$ cat src/rtl/activity_predictor_if.sv
// Signal bundle between the datapath/power controller and activity_predictor.
// The master drives the activity strobes and the slave (the predictor) returns the hint and status.
interface activity_predictor_if;
  // activity and wake_req are level strobes sampled on every rising clk edge.
  // There is no valid/ready pair: the predictor accepts every cycle and never back-pressures.
  logic        activity;
  logic        wake_req;
  logic        predict;
  logic [1:0]  state;
  logic [15:0] sleep_count;

  modport master (
    output activity,
    output wake_req,
    input  predict,
    input  state,
    input  sleep_count
  );

  modport slave (
    input  activity,
    input  wake_req,
    output predict,
    output state,
    output sleep_count
  );
endinterface

$ cat src/rtl/activity_predictor.sv
// Clock-gating hint generator: saturating activity score, warm-up, idle-drain timeout and wake.
// Define ACT_PRED_STATS_EN to build the saturating sleep_count counter; otherwise sleep_count reads 0.
module activity_predictor #(
  parameter int CNT_W      = 4,
  parameter int ON_THRESH  = 2,
  parameter int IDLE_LIMIT = 8,
  parameter int WARMUP     = 4
) (
  input logic               clk,
  input logic               reset,
  activity_predictor_if.slave bus
);

  typedef enum logic [1:0] {
    ST_WARMUP = 2'd0,
    ST_ACTIVE = 2'd1,
    ST_DRAIN  = 2'd2,
    ST_SLEEP  = 2'd3
  } state_t;

  localparam logic [CNT_W-1:0] SCORE_MAX = '1;
  localparam logic [CNT_W-1:0] ON_TH     = CNT_W'(ON_THRESH);
  localparam logic [15:0]      WARM_LAST = 16'(WARMUP - 1);
  localparam logic [15:0]      IDLE_LAST = 16'(IDLE_LIMIT - 1);

  state_t           state_q, state_d;
  logic [CNT_W-1:0] score_q, score_d;
  logic [15:0]      warm_cnt_q, warm_cnt_d;
  logic [15:0]      idle_cnt_q, idle_cnt_d;
  logic             predict_q, predict_d;
  logic             wake;

  // Either strobe is a wake; both together behave as one.
  assign wake = bus.activity | bus.wake_req;

  always_comb begin
    state_d    = state_q;
    warm_cnt_d = '0;
    idle_cnt_d = '0;
    score_d    = score_q;

    if (bus.activity) begin
      if (score_q != SCORE_MAX) score_d = score_q + 1'b1;
    end else begin
      if (score_q != '0) score_d = score_q - 1'b1;
    end

    // Transition tests look at the registered score, not score_d.
    case (state_q)
      ST_WARMUP: begin
        if (warm_cnt_q == WARM_LAST) state_d = ST_ACTIVE;
        else                         warm_cnt_d = warm_cnt_q + 16'd1;
      end
      ST_ACTIVE: begin
        if (!wake && (score_q < ON_TH)) state_d = ST_DRAIN;
      end
      ST_DRAIN: begin
        // A wake on the final idle cycle still wins over the timeout.
        if (wake)                          state_d = ST_ACTIVE;
        else if (idle_cnt_q == IDLE_LAST)  state_d = ST_SLEEP;
        else                               idle_cnt_d = idle_cnt_q + 16'd1;
      end
      ST_SLEEP: begin
        if (wake) state_d = ST_ACTIVE;
      end
    endcase

    predict_d = (state_d != ST_SLEEP);
  end

  always_ff @(posedge clk or posedge reset) begin
    if (reset) begin
      state_q    <= ST_WARMUP;
      score_q    <= '0;
      warm_cnt_q <= '0;
      idle_cnt_q <= '0;
      predict_q  <= 1'b1;
    end else begin
      state_q    <= state_d;
      score_q    <= score_d;
      warm_cnt_q <= warm_cnt_d;
      idle_cnt_q <= idle_cnt_d;
      predict_q  <= predict_d;
    end
  end

`ifdef ACT_PRED_STATS_EN
  logic [15:0] sleep_count_q, sleep_count_d;
  logic        sleep_entry;

  assign sleep_entry = (state_q == ST_DRAIN) && (state_d == ST_SLEEP);

  always_comb begin
    sleep_count_d = sleep_count_q;
    if (sleep_entry && (sleep_count_q != 16'hFFFF)) sleep_count_d = sleep_count_q + 16'd1;
  end

  always_ff @(posedge clk or posedge reset) begin
    if (reset) sleep_count_q <= '0;
    else       sleep_count_q <= sleep_count_d;
  end

  assign bus.sleep_count = sleep_count_q;
`else
  assign bus.sleep_count = 16'h0000;
`endif

  assign bus.state   = state_q;
  assign bus.predict = predict_q;

endmodule

$ cat src/flat_wrapper.sv
// flat-port wrapper written by rule: the top's interface ports become plain ports
module activity_predictor_flat 
#(
  parameter int CNT_W      = 4,
  parameter int ON_THRESH  = 2,
  parameter int IDLE_LIMIT = 8,
  parameter int WARMUP     = 4
)
  (clk, reset, bus_activity, bus_wake_req, bus_predict, bus_state, bus_sleep_count);
  activity_predictor_if bus_i ();
  input logic clk;
  input logic reset;
  input wire logic [$bits(bus_i.activity)-1:0] bus_activity;
  input wire logic [$bits(bus_i.wake_req)-1:0] bus_wake_req;
  output wire logic [$bits(bus_i.predict)-1:0] bus_predict;
  output wire logic [$bits(bus_i.state)-1:0] bus_state;
  output wire logic [$bits(bus_i.sleep_count)-1:0] bus_sleep_count;
  assign bus_i.activity = bus_activity;
  assign bus_i.wake_req = bus_wake_req;
  assign bus_predict = bus_i.predict;
  assign bus_state = bus_i.state;
  assign bus_sleep_count = bus_i.sleep_count;
  activity_predictor #(.CNT_W(CNT_W), .ON_THRESH(ON_THRESH), .IDLE_LIMIT(IDLE_LIMIT), .WARMUP(WARMUP)) u_core (.clk(clk), .reset(reset), .bus(bus_i));
endmodule
$ cat config.mk
export PLATFORM = sky130hd
export DESIGN_NAME = activity_predictor_flat
export DESIGN_NICKNAME = d
export VERILOG_FILES = /design/src/rtl/activity_predictor_if.sv /design/src/rtl/activity_predictor.sv /design/src/flat_wrapper.sv
export SDC_FILE = /design/constraint.sdc
export NUM_CORES = 1
export LEC_CHECK = 0
export ABC_AREA = 0
export BUFFER_PORTS_ARGS = -buffer_cell sky130_fd_sc_hd__buf_4
export CORE_MARGIN = 2
export CORE_UTILIZATION = 60
export CTS_BUF_LIST = sky130_fd_sc_hd__clkbuf_8
export DETAILED_ROUTE_END_ITERATION = 7
export PLACE_DENSITY = 0.81
export SLEW_MARGIN = 20
export SYNTH_ARGS = -nofsm -noshare
export SYNTH_HDL_FRONTEND = slang
export SYNTH_SLANG_ARGS = --single-unit
$ cat constraint.sdc
create_clock -name clk -period 3.85 [get_ports clk]
set_input_delay 0.385 -clock clk [delete_from_list [all_inputs] [get_ports clk]]
set_output_delay 0.385 -clock clk [all_outputs]
set_load 0.01 [all_outputs]
; ---- Yosys cells after proc, flatten, opt, wreduce, memory -nomap -nowiden
; Index checks and enable logic that the tools add are counted.
[word_totals]
regBits = 39
inputBits = 4
wordCells = 39
[classes]
eq_ne = 8
n_mux = 14
n_bitwise = 1
n_reduce_logical = 6
n_addsub = 4
order_cmp = 1
[op_table]
columns = cell, n
row1 = $mux W16, 5
row2 = $add A16 B1 Y16 const B, 2
row3 = $eq A16 B2 Y1 const B, 1
row4 = $eq A16 B3 Y1 const B, 1
row5 = $mux W4, 3
row6 = $mux W2, 5
row7 = $pmux W2 S4, 1
row8 = $add A4 B1 Y4 const B, 1
row9 = $eq A2 B2 Y1 const B, 2
row10 = $lt A4 B2 Y1 const B, 1
row11 = $ne A4 B4 Y1 const B, 1
row12 = $reduce_bool A4 Y1, 1
row13 = $sub A4 B1 Y4 const B, 1
row14 = $eq A2 B1 Y1 const B, 1
row15 = $logic_not A2 Y1, 1
row16 = $ne A2 B1 Y1 const B, 1
row17 = $ne A2 B2 Y1 const B, 1
row18 = $reduce_and A2 Y1, 1
row19 = $reduce_bool A2 Y1, 1
row20 = $logic_and A1 B1 Y1, 1
row21 = $logic_not A1 Y1, 1
row22 = $or A1 B1 Y1, 1

; ---- Depth between registers and ports, before layout
; Gate-level depths: netlist of the first run.
[logic_depth]
ltp_word = 6
depth_mapped = 7
depth_no_buf = 6

; ---- Worst setup path before layout of the first run
; OpenSTA, ideal clock, no wires.
[synth_timing]
path_kind = input to register
startpoint = input port bus_activity
endpoint = register u_core.score_q[3]
setup_slack_ns = 1.857
cell_stages = 7
t_required_ns = 3.773
n_path_buf = 1
arrival_time_ns = 1.915
path_cell_list = clkbuf_1 > inv_1 > ha_1 > and3_1 > or3_1 > a21o_1 > a21oi_1
[synth_via]
elab_chain_len = 2
word_cells_on_any_way = 4
classes_between = eq/ne: 1 / mux: 1 / reduce/logical: 2
[synth_lines]
columns = element, line_no
row1 = start: declaration, flat_wrapper.sv:13  ; input wire logic [$bits(bus_i.activity)-1:0] bus_activity;
row2 = $ne A2 B1 Y1 (no source line) / $reduce_bool A2 Y1 (equally long branches), -
row3 = $reduce_and A2 Y1 (no source line), -
row4 = end signal: assignment, activity_predictor.sv:80  ; score_q <= score_d;
row5 = end: declaration, activity_predictor.sv:27  ; logic [CNT_W-1:0] score_q, score_d;
; Several ways; a longest one is shown, not always the timed one.
; A chain may end at the register's enable or synchronous reset.

; ---- Final worst setup path of the first run
[layout_timing]
startpoint = register u_core.score_q[2]
endpoint = register u_core.score_q[3]
[layout_via]
elab_chain_len = 3
word_cells_on_any_way = 10
classes_between = add/sub: 2 / eq/ne: 2 / mux: 3 / reduce/logical: 3
[layout_lines]
columns = element, line_no
row1 = "$sub A4 B1 Y4, or another cell as far along", activity_predictor.sv:45  ; if (score_q != '0) score_d = score_q - 1'b1;
row2 = "$mux W4, or another cell as far along", activity_predictor.sv:45
row3 = $mux W4 / $reduce_and A2 Y1 (equally long branches), -
; Several ways; a longest one is shown, not always the timed one. The select of a mux whose other input is x is not followed.

==> results of run 1 <==
==> kinds of logic (layout without fill, tap and decap cells) <==
group,after synthesis,in the layout,synth area share (%)
AOI/OAI and AO/OA,15,15,4.76
DFF,39,39,45.9
and+or+nand+nor,106,106,25.4
xor gates and xnor gates,29,29,11.9
buffers and inverters,30,24,8.57
adders and majority gates,5,5,3.29
other,1,16,0.176
==> cells in the mapped netlist (all sizes together) (2+ instances only) <==
master	n	area, um^2
nor2	39	151
dfrtp	38	951
xnor2	25	219
buf	19	141
nand3	13	70.1
nor3	13	65.1
nor4	13	81.3
nand2	12	45.0
inv	9	33.8
nand4	8	71.3
ha	4	50.1
xor2	4	35.0
a21o	3	22.5
a21oi	3	15.0
and3	3	18.8
o21ai	3	15.0
a41o	2	21.3
clkbuf	2	7.51
o211ai	2	15.0
==> critical path, cell delays in order (launching register included) <==
cell,delay (ps)
sky130_fd_sc_hd__dfrtp_1,450
sky130_fd_sc_hd__ha_1,340
sky130_fd_sc_hd__and3_1,230
sky130_fd_sc_hd__or3_1,370
sky130_fd_sc_hd__a21o_1,190
sky130_fd_sc_hd__a21oi_1,120
==> layer usage <==
metal | track usage (%) | vias up | part of all wire [%]
li1 | - | 764 | -
met1 | 28.9 | 761 | 48
met2 | 32.2 | 46 | 45
met3 | 4.46 | 7 | 4.6
met4 | 8.70 | 0 | 2.0
met5 | 0 | - | 0
==> area by class of cell <==
class | instances | area (um^2)
Fill cell | 281 | 1120
Multi-Input combinational cell | 171 | 1030
Sequential cell | 39 | 977
Clock buffer | 6 | 82.6
Tap cell | 46 | 57.6
Timing Repair Buffer | 7 | 52.6
Inverter | 9 | 33.8
Clock inverter | 2 | 8.76
==> flip-flops by register name (all words and copies together), names as in the netlist <==
signal              flops
u_core.score_q          4
u_core.bus.state        2
u_core.warm_cnt_q      16
u_core.idle_cnt_q      16
u_core.bus.predict      1
==> metrics by stage <==
stage	power (mW)	hold WS, ps	cell area [um^2]	setup slack [ps]
3_5_place_dp	0.748	453	2150	1880
4_1_cts	1.03	241	2240	2070
5_1_grt	1.09	216	2240	1910
2_1_floorplan	0.699	430	2190	1860
6_report	1.01	162	2240	2070
3_3_place_gp	0.739	450	2150	1940
==> how the worst max path moves through the flow <==
stage / cells past startpoint / endpoint / slack (ps)
after CTS: 5 / u_core.score_q[3]$_DFFE_PP0P_ / 2070
after global placement: 7 / u_core.score_q[3]$_DFFE_PP0P_ / 1940
after floorplan: 7 / u_core.score_q[3]$_DFFE_PP0P_ / 1860
after detailed placement: 7 / u_core.score_q[3]$_DFFE_PP0P_ / 1880
final: 5 / u_core.score_q[3]$_DFFE_PP0P_ / 2070
after global routing: 5 / u_core.bus.state[0]$_DFF_PP0_ / 1910
==> where the power goes <==
| part | total [mW] | switching [mW] | internal, mW |
|---|---|---|---|
| Combinational | 0.224 | 0.127 | 0.0969 |
| Clock | 0.276 | 0.134 | 0.142 |
| Sequential | 0.514 | 0.0651 | 0.448 |
==> flow_results.org, run 1 <==
** Critical path
- Startpoint class of the critical path :: register
- The endpoint identified for the worst register-to-register timing path is u_core.score_q[3]$_DFFE_PP0P_.
- STA classifies the critical path endpoint as a register.
- Depth of the worst register-to-register path :: 5
- At the worst endpoint, the required time is between 4000 and 5000 ps.
- In this run the worst path has a maximum fanout of 6.
- Slack of the worst reg-to-reg path :: between 2000 and 2500 ps
- Crit. Startpoint :: u_core.score_q[2]$_DFFE_PP0P_
- STA puts the critical path data arrival time at approximately 2000 ps.
- Type of the setup path with the least slack :: register to register
- In this run the critical register-to-register path is launched from u_core.score_q[2]$_DFFE_PP0P_.

** Clock tree
- Clock sink count :: 39
- The clock passes through at most 2 buffers.
- Post-CTS repair changed the size of 0 cells.
- Clock edge transition at the registers on the reported setup and hold paths :: roughly 80 ps
- Total CTS buffers :: 5
- For this design, the CTS-stage hold fixing added 0 buffers.
- Buffer cell driving the clock tree root :: sky130_fd_sc_hd__clkbuf_8
- The number of setup buffers added after CTS is 0.
- Clock network latency to the later pin of the worst-skew pair :: approximately 290 ps
- CTS H-tree lvls :: 2
- TritonCTS clock tree :: built

** Outcome
- Result of the run :: finished clean

** STA
- Setup-failing EPs final :: 0
- In this run the tightest slew margin relative to its limit is 61.0%.
- Across the routed clock network, the largest skew measured is ~8.2 ps.
- Count of final hold-check violations :: 0
- Derived from the worst setup path, the maximum achievable clock frequency is 563 MHz.
- After layout, the minimum clock period comes to around 1800 ps.
- Setup repair after global routing left no endpoint under its margin.
- Share of the clock period used by the worst path :: 46.1%
- Transition at the pin with the smallest max-transition slack :: between 500 and 600 ps
- In the final timing run, aggregate negative setup slack is 0 ps.
- The max-slew violation total from the final report was 0.

** Logic synthesis
- Average cell area after synthesis :: 9.47 um^2
- Counting flops and latches in the post-synthesis netlist gives 39.
- The most used flip-flop cell after synthesis is sky130_fd_sc_hd__dfrtp_1.
- Synthesized instance count :: 225
- Synthesis instantiated 36 different standard cells from the library.
- Number of synthesized flops with an enable pin :: 0
- Mapped Area :: approximately 2100 um^2
- Share of synthesized flip-flops with an asynchronous set or reset :: 100%
- The Yosys step of the flow raised 0 warnings.
- Sequential cells were found to cover roughly 46% of the synthesized design area.

** Global route
- Pin count of the biggest net entering global routing :: 30
- Total global routing track utilization :: 21.0%
- The initial antenna violation count was 0.
- The first global-routing pass estimated approximately 6.7 mm of wire.
- For this run the aggregate overflow at the end of global routing stands at 0.
- Number of global-route vias before repair :: 1504

** Pwr
- Worst ir drop on vdd :: 0.350 mV
- The analysis attributes to cell leakage a power of 0.912 nW.
- For this design the ratio of total power to cell area is around 450 nW/um^2.

** Placed design
- Buffers placed on the I/O ports in this run total 6.
- HPWL after detailed placement :: approximately 2.5 mm
- The congestion estimate from routability-driven global placement came to around 0.78.
- After detailed placement, the design holds a cell count of roughly 270.

** Final layout
- The net count of the finished layout is roughly 240.
- Of the cells placed in the final design, the portion with a size suffix greater than 1 is 9.40%.
- Commonest non-fill, non-tap cell in the layout :: sky130_fd_sc_hd__dfrtp_1
- Leading cell types in the layout, fill and taps excluded :: sky130_fd_sc_hd__dfrtp_1 (38), sky130_fd_sc_hd__nor2_1 (37), sky130_fd_sc_hd__xnor2_1 (25)
- Cells fill 66.6% of the core in the end.
- Antenna fix cells :: 0
- The count of cells in the finished layout, fillers not included, comes to between 200 and 300.
- Signed area change from the synthesized netlist to the final layout :: 5.11%

** Hold path
- The path class of the tightest hold or removal check is primary input to asynchronous set/reset pin.

** Die
- Core region area :: 3360 um^2
- Row count :: 21
- Boundary pin count :: 23
- From bottom edge to top edge, the die measures 63.6 um.
- Measured along the x axis, the die boundary spans 63.6 um.
- Die Footprint :: approximately 4000 um^2
- Once the floorplan was initialized, standard cells occupied a little under two thirds of the core.

** Route
- The routed design has between 3 and 4 mm of wire.
- Via count :: 1578
- The first routing iteration left 78 violations.
- Detailed-route vias per instance :: 5.64
- For this run, design rule violations remaining after detail routing come to 0.
- Avg WL per Cell :: around 13 um
- 1st-pass router iterations :: 4
- Number of routed nets with antenna violations :: 0

** Flow run
- Max-cap violations in this run came to 0.
(Power assumes the default switching activity.)
==> inputs of run 2 (changes only) <==
--- a/config.mk
+++ b/config.mk
@@ -5,7 +5,7 @@
 export SDC_FILE = /design/constraint.sdc
 export NUM_CORES = 1
 export LEC_CHECK = 0
-export ABC_AREA = 0
+export ABC_AREA = 1
 export BUFFER_PORTS_ARGS = -buffer_cell sky130_fd_sc_hd__buf_4
 export CORE_MARGIN = 2
 export CORE_UTILIZATION = 60
==> constraint.sdc (replaced) <==
create_clock -name clk -period 1.65 [get_ports clk]
set_input_delay 0.165 -clock clk [delete_from_list [all_inputs] [get_ports clk]]
set_output_delay 0.165 -clock clk [all_outputs]
set_load 0.01 [all_outputs]
==> flow_results.org, run 2 <==
** Final layout
- The area growth from synthesis to layout is 6.73%.
- The library cells used most frequently in the layout, excluding fill and tap cells, are sky130_fd_sc_hd__nor2_1 (66), sky130_fd_sc_hd__nand2_1 (56), sky130_fd_sc_hd__dfrtp_1 (38).
- Number of nets in the finished design :: 309
- Commonest non-fill, non-tap cell in the layout :: sky130_fd_sc_hd__nor2_1
- In the final layout, the registers with the most flip-flops are u_core.idle_cnt_q: 16 flops, u_core.warm_cnt_q: 16 flops, u_core.score_q: 4 flops.
- Antenna fix cells :: 0
- The post-route netlist has about an eighth of its cells at a drive strength greater than 1.

** Logic synthesis
- Synth top cells by count :: sky130_fd_sc_hd__nor2_1 (66), sky130_fd_sc_hd__nand2_1 (57), sky130_fd_sc_hd__dfrtp_1 (38)
- Synthesized instance count :: around 290
- Flop and latch count out of synthesis :: 39
- Mapped Area :: ~2200 um^2
- The synthesized netlist contains 30 unique library cells.
- Cells taking the most area after synthesis :: sky130_fd_sc_hd__dfrtp_1 (42%), sky130_fd_sc_hd__nor2_1 (11%), sky130_fd_sc_hd__nand2_1 (9.5%)
- In this run, synthesis inferred 0 flip-flops with an integrated enable.
- The portion of synthesized area spent on multiplexers is 0%.
- Each instance of the synthesized netlist takes up on average 7.87 um^2.
- Share of the synthesized area in compound gates (AO/OA/AOI/OAI) :: 3.62%
- After synthesis, the largest family of logic cells by area is simple AND/OR/NAND/NOR gates.
- After synthesis, the share of flip-flops with an asynchronous set or reset is 100%.
- Sequential elements use between 40% and 50% of the synthesized area.
- Summing the areas of all fa, ha and maj instances in the mapped netlist gives 3.11% of the synthesized area.
- Warning count from the yosys run :: 0
- Top FF cell, synth :: sky130_fd_sc_hd__dfrtp_1
- Of the total synthesized cell area, the portion taken by XOR and XNOR cells is 5.84%.
- sky130_fd_sc_hd__dfrtp_1 takes more of the synthesized area than any other cell.
- Of the total synthesized cell area, the portion taken by AND, OR, NAND and NOR gates is 33.6%.
- Proportion of netlist area held by the largest area contributor :: roughly 42%
- The most common cell in the synthesized netlist is sky130_fd_sc_hd__nor2_1.

** Die
- Die span in x :: around 65 um
- Die Footprint :: around 4300 um^2
- Starting utilization of the core area :: a little over 60%
- Core region area :: approximately 3600 um^2
- Die height :: ~65 um
- Row count :: 22
- Boundary pin count :: 23

** Global route
- Antenna violations before repair :: 0
- First-pass GRT wire length :: 7.08 mm
- Overflow left after global routing :: 0
- Total global routing track utilization :: between 20% and 30%
- Entering global routing, the biggest net connects 40 pins.
- Number of global-route vias before repair :: roughly 1600

** STA
- Setup repair after global routing left no endpoint under its margin.
- Max-slew violation count :: 0
- Post-layout minimum cycle time :: around 1500 ps
- Achievable Freq :: 655 MHz
- Setup-failing EPs final :: 0
- Accumulated negative setup slack :: 0 ps
- After layout, the worst path uses between 90% and 100% of the clock period.
- Post-Route Skew :: 4.54 ps
- The final-report hold violation count came to 0.

** Pwr
- Overall power of the completed layout :: approximately 2.3 mW
- Total power density per cell area :: ~950 nW/um^2
- Reported leakage power :: ~1.1 nW
- Worst ir drop on vdd :: between 0.9 and 1 mV

** Critical path
- Max FO, Critical Path :: 8
- The largest single stage delay on the critical path is approximately 400 ps.
- Critical-path top delay cell :: sky130_fd_sc_hd__dfrtp_1
- Crit path buf inv count :: 2
- Crit path arrival time :: roughly 1800 ps
- Type of the setup path with the least slack :: register to register
- Critical path, cell by cell :: ha_1 > nand2_1 > inv_2 > nand2_1 > nor2_1 > nand2_1 > nand2_4 > inv_1 > nand2_1 > nor2_1
- Startpoint class of the critical path :: register
- At the worst endpoint, the required time is approximately 1900 ps.
- Among cell families on the critical path, the largest total delay comes from simple AND/OR/NAND/NOR gates.
- Cell seen most often among critical-path stages :: sky130_fd_sc_hd__nand2_1
- The worst setup path is captured at a register.

** Clock tree
- The H-tree was split into 2 levels.
- TritonCTS built the clock tree.
- Clock network latency to the later pin of the worst-skew pair :: about 300 ps
- The number of setup buffers added after CTS is 0.
- The root buffer cell chosen for the clock tree is sky130_fd_sc_hd__clkbuf_8.
- Max Buffers Root-to-Sink :: 2
- Counting the buffers created by CTS gives 5.
- After clock tree synthesis, the clock-pin slew on the worst setup and hold paths is 70 ps.
- Clock sink count :: 39

** Route
- Detailed-route vias per instance :: slightly below 5
- For this block, the routed nets add up to between 3 and 4 mm of wire.
- After detailed routing, the average wire length per cell comes to 11.1 um.
- The routed layout has approximately 1700 vias.
- After detailed routing, the number of remaining DRC violations is 0.
- 1st-pass router iterations :: 4
- Number of routed nets with antenna violations :: 0
- For this block, the initial DRC count from the detailed router was 60.

** Flow run
- Number of max-cap violations :: 0

** Placed design
- HPWL after detailed placement :: between 2 and 3 mm
- Final GP Congestion :: 0.811
- Buffers placed on the I/O ports in this run total 6.

** Outcome
- The flow ran to the end, and the final reports show no timing, DRC or antenna violations.

** Hold path
- HP Class :: primary input to register
-- run 2: cell families after synthesis --
kind of cell	after synthesis
buffers and inverters	44
XOR/XNOR	15
other	1
AND/OR/NAND/NOR	166
AO/OA/AOI/OAI	16
adder cells (fa/ha/maj)	5
flip-flops	39
-- run 2: layer usage --
| layer | vias up | share of wire, % | track usage [%] |
|---|---|---|---|
| li1 | 885 | - | - |
| met1 | 783 | 49 | 30.3 |
| met2 | 36 | 46 | 33.5 |
| met3 | 6 | 4.0 | 5.14 |
| met4 | 0 | 1.6 | 8.07 |
| met5 | - | 0 | 0 |
-- run 2: layout make-up --
cell class | count | area [um^2]
clock inverter | 3 | 12.5
multi-input combinational | 218 | 1110
inverter | 26 | 97.6
timing repair buffer | 10 | 77.6
fill | 297 | 1230
sequential | 39 | 977
clock buffer | 5 | 68.8
tap | 48 | 60.1
-- run 2: final timing paths --
path | start | endpoint | slack (ps) | cells past startpoint
worst max-delay path | u_core.idle_cnt_q[0]$_DFF_PP0_ | u_core.idle_cnt_q[15]$_DFF_PP0_ | 120 | 10
worst min-delay path | bus_activity | u_core.score_q[2]$_DFFE_PP0P_ | 190 | 3
worst max register to register | u_core.idle_cnt_q[0]$_DFF_PP0_ | u_core.idle_cnt_q[15]$_DFF_PP0_ | 120 | 10
worst min register to register | u_core.idle_cnt_q[0]$_DFF_PP0_ | u_core.idle_cnt_q[0]$_DFF_PP0_ | 460 | 1
max in group asynchronous | reset | u_core.bus.predict$_DFF_PP1_ | 760 | 4
min in group asynchronous | reset | u_core.idle_cnt_q[7]$_DFF_PP0_ | 540 | 4
-- run 2: what timing repair did --
action	in CTS	in global routing
endpoints found under the setup margin	0	10
hold endpoints to repair	35	0
hold buffers	1	0
resized for setup	0	2
-- run 2: per-stage QoR --
stage / hold slack (ps) / setup slack (ps) / cell area [um^2] / std cells / util [%]
after global placement: 308 / 146 / 2300 / 340 / 63.4
after global routing: 222 / 1.18 / 2400 / 349 / 66.1
after CTS: 179 / 16.6 / 2390 / 349 / 65.9
final: 185 / 123 / 2400 / 349 / 66.1
after floorplan: 349 / 328 / 2310 / 301 / -
after detailed placement: 317 / 27.7 / 2300 / 340 / 63.4
-- run 2: worst min-delay path, delay by kind of cell --
kind,cells,cell delay (ps)
compound gates,1,110
buf+inv,1,100
simple gates,1,70
-- run 2: report_power, final --
group	internal, mW	total (mW)	switching [mW]
Combinational	0.199	0.519	0.320
Sequential	1.06	1.16	0.105
Clock	0.284	0.606	0.322
Total	1.54	2.29	0.748
==> inputs of run 3 (changes only) <==
--- a/config.mk
+++ b/config.mk
@@ -8,10 +8,10 @@
 export ABC_AREA = 1
 export BUFFER_PORTS_ARGS = -buffer_cell sky130_fd_sc_hd__buf_4
 export CORE_MARGIN = 2
-export CORE_UTILIZATION = 60
+export CORE_UTILIZATION = 55
 export CTS_BUF_LIST = sky130_fd_sc_hd__clkbuf_8
 export DETAILED_ROUTE_END_ITERATION = 7
-export PLACE_DENSITY = 0.81
+export PLACE_DENSITY = 0.75
 export SLEW_MARGIN = 20
 export SYNTH_ARGS = -nofsm -noshare
 export SYNTH_HDL_FRONTEND = slang
==> flow_results.org, run 3 (synthesized netlist as in run 2, its figures left out) <==
** Critical path
- Endpoint kind of the worst setup timing path :: register
- Cell family contributing the most delay on the critical path :: simple AND/OR/NAND/NOR gates
- Critical path, cell by cell :: ha_1 > nand2_1 > inv_2 > nand2_1 > nor2_1 > nand2_1 > nand2_4 > buf_4 > nor3_2
- Critical path's largest stage delay :: approximately 400 ps
- The critical path is of the register to register type.
- STA classifies the critical path startpoint as a register.
- STA puts the critical path data arrival time at 1710 ps.
- Data on the critical path is required at its endpoint by 1870 ps.
- Max FO, Critical Path :: 8
- Critical-path top delay cell :: sky130_fd_sc_hd__dfrtp_1
- Counting stages on the worst path, the most repeated cell is sky130_fd_sc_hd__nand2_1.
- Crit path buf inv count :: 2

** Hold path
- The worst hold path belongs to the class primary input to register.

** Die
- In this run the count of I/O pins placed on the die edge is 23.
- The floorplan step set the die width to just under 70 um.
- Starting utilization of the core area :: between 50 and 60%
- The die covers 4620 um^2.
- The floorplan has 23 rows.
- Die height :: about 68 um
- Core region area :: a little under 4000 um^2

** Flow run
- Number of max-cap violations :: 0

** Clock tree
- CTS built an H-tree with a depth of 2.
- The longest clock path from root to sink contains 2 buffers.
- Buffer cell driving the clock tree root :: sky130_fd_sc_hd__clkbuf_8
- For the worst-skew pair, the clock arrives at the later sink with an insertion delay of 290 ps.
- Clock sink count :: 39
- Total CTS buffers :: 5
- Post-CTS setup buffer count :: 0
- TritonCTS clock tree :: built
- After clock tree synthesis, the clock-pin slew on the worst setup and hold paths is 80 ps.

** Route
- Routed signal wires occupy layers up through met4.
- 1st-pass router iterations :: 5
- For this block, the routed nets add up to between 3 and 4 mm of wire.
- Summed over all nets, wire length on met3 after detailed routing comes to 155 um.
- In the routed design, unresolved DRC markers number 0.
- For this block, the via count after detailed routing is about 1700.
- After detailed routing, the met2 layer carries 1.78 mm of wire.
- Dividing the detail-routed wire length by the instance count gives between 10 and 15 um.
- Number of routed nets with antenna violations :: 0
- Detailed-route wire length on metal 1 :: 1.87 mm
- After detailed routing, the number of vias per cell comes to a little under 5.
- In this run, the number of DRC markers left after iteration 0 of detailed routing was 61.

** STA
- The clock arrives with approximately 7 ps of skew.
- Achievable Freq :: slightly below 700 MHz
- Accumulated negative setup slack :: 0 ps
- Setup repair after global routing left no endpoint under its margin.
- After layout, the worst path uses between 80 and 90% of the clock period.
- The max-slew violation total from the final report is 0.
- Final WS setup :: around 170 ps
- Post-route worst hold slack :: 201 ps
- Setup-failing EPs final :: 0
- Count of final hold-check violations :: 0
- Post-layout minimum cycle time :: between 1000 and 1500 ps

** Outcome
- The flow ran to the end, and the final reports show no timing, DRC or antenna violations.

** Final layout
- From synthesis to final layout, the design area changed by 8.79%.
- Leading cell types in the layout, fill and taps excluded :: sky130_fd_sc_hd__nor2_1 (66), sky130_fd_sc_hd__nand2_1 (56), sky130_fd_sc_hd__dfrtp_1 (38)
- Antenna fix cells :: 0
- Leaving out fill and tap cells, the most frequent cell in the layout is sky130_fd_sc_hd__nor2_1.
- Cells with a size suffix above 1 make up roughly an eighth of the layout.
- Largest regs :: u_core.idle_cnt_q: 16 flops, u_core.warm_cnt_q: 16 flops, u_core.score_q: 4 flops
- The final layout contains 310 nets.

** Pwr
- Worst ir drop on vdd :: about 1.0 mV
- Dividing total power by cell area gives a power density of 1030 nW/um^2.
- Reported leakage power :: 1.09 nW

** Placed design
- Buffers placed on the I/O ports in this run total 6.
- Routability-driven placement finished with a final weighted congestion of 0.865.
- DP Worst Slack :: between 30 and 40 ps
- Detailed placement ended at an HPWL of around 2.9 mm.

** Global route
- The via count of the first global-routing pass is 1646.
- Antenna violations before repair :: 0
- Global routing used about a fifth of the available tracks.
- Summed over all layers, the global routing overflow is 0.
- Pin count of the biggest net entering global routing :: 40
- First-pass GRT wire length :: 7.00 mm
run 3: cell types whose count changed in the layout (fill, tap and decap cells not counted), sizes merged:
| cell | delta |
|---|---|
| inv | -2 |
| bufinv | +1 |
| clkbuf | +1 |
| buf | +1 |
run 3: worst reg2reg max path, stage by stage, from the launching register on:
cell and delay [ps]:
sky130_fd_sc_hd__dfrtp_1 400, sky130_fd_sc_hd__ha_1 220, sky130_fd_sc_hd__nand2_1 140, sky130_fd_sc_hd__inv_2 70
sky130_fd_sc_hd__nand2_1 60, sky130_fd_sc_hd__nor2_1 40, sky130_fd_sc_hd__nand2_1 110, sky130_fd_sc_hd__nand2_4 100
sky130_fd_sc_hd__buf_4 170, sky130_fd_sc_hd__nor3_2 100
run 3: stage by stage:
step	power, mW	utilization (%)	instance area (um^2)	cells
global route	2.71	61.6	2450	352
CTS	2.54	61.4	2440	352
global placement	1.69	58.2	2310	343
finish	2.52	61.6	2450	352
floorplan	1.59	-	2310	301
detailed placement	1.71	58.2	2310	343
run 3: cell type report:
class | instances | area [um^2]
Tap cell | 50 | 62.6
Inverter | 26 | 97.6
Clock buffer | 6 | 82.6
Fill cell | 361 | 1520
Clock inverter | 2 | 35.0
Multi-Input combinational cell | 218 | 1110
Sequential cell | 39 | 977
Timing Repair Buffer | 11 | 85.1
run 3: power by group:
part / leakage, nW / switching [mW] / total (mW) / internal (mW)
logic: 0.500 / 0.329 / 0.534 / 0.205
clock network: 0.0612 / 0.333 / 0.822 / 0.489
registers: 0.528 / 0.107 / 1.16 / 1.06
run 3: worst paths after layout:
path	startpoint	cells after the start	end	slack, ps
setup reg to reg	u_core.idle_cnt_q[0]$_DFF_PP0_	9	u_core.idle_cnt_q[2]$_DFF_PP0_	170
hold reg to reg	u_core.idle_cnt_q[0]$_DFF_PP0_	1	u_core.idle_cnt_q[0]$_DFF_PP0_	460
max in group asynchronous	reset	4	u_core.bus.predict$_DFF_PP1_	760
hold / removal	bus_activity	3	u_core.score_q[2]$_DFFE_PP0P_	200
min in group asynchronous	reset	4	u_core.idle_cnt_q[7]$_DFF_PP0_	540
setup / recovery	u_core.idle_cnt_q[0]$_DFF_PP0_	9	u_core.idle_cnt_q[2]$_DFF_PP0_	170
run 3: timing repair:
item                                    CTS  global route
endpoints found under the setup margin    0            12
endpoints found under the hold margin     3             0
hold buffers                              1             0
resized for setup                         0             2
run 3: routing by layer:
layer / vias to the layer above / global-route usage, %
met5: - / 0
met4: 0 / 7.50
met3: 6 / 4.61
met2: 35 / 31.8
met1: 803 / 27.4
li1: 893 / -
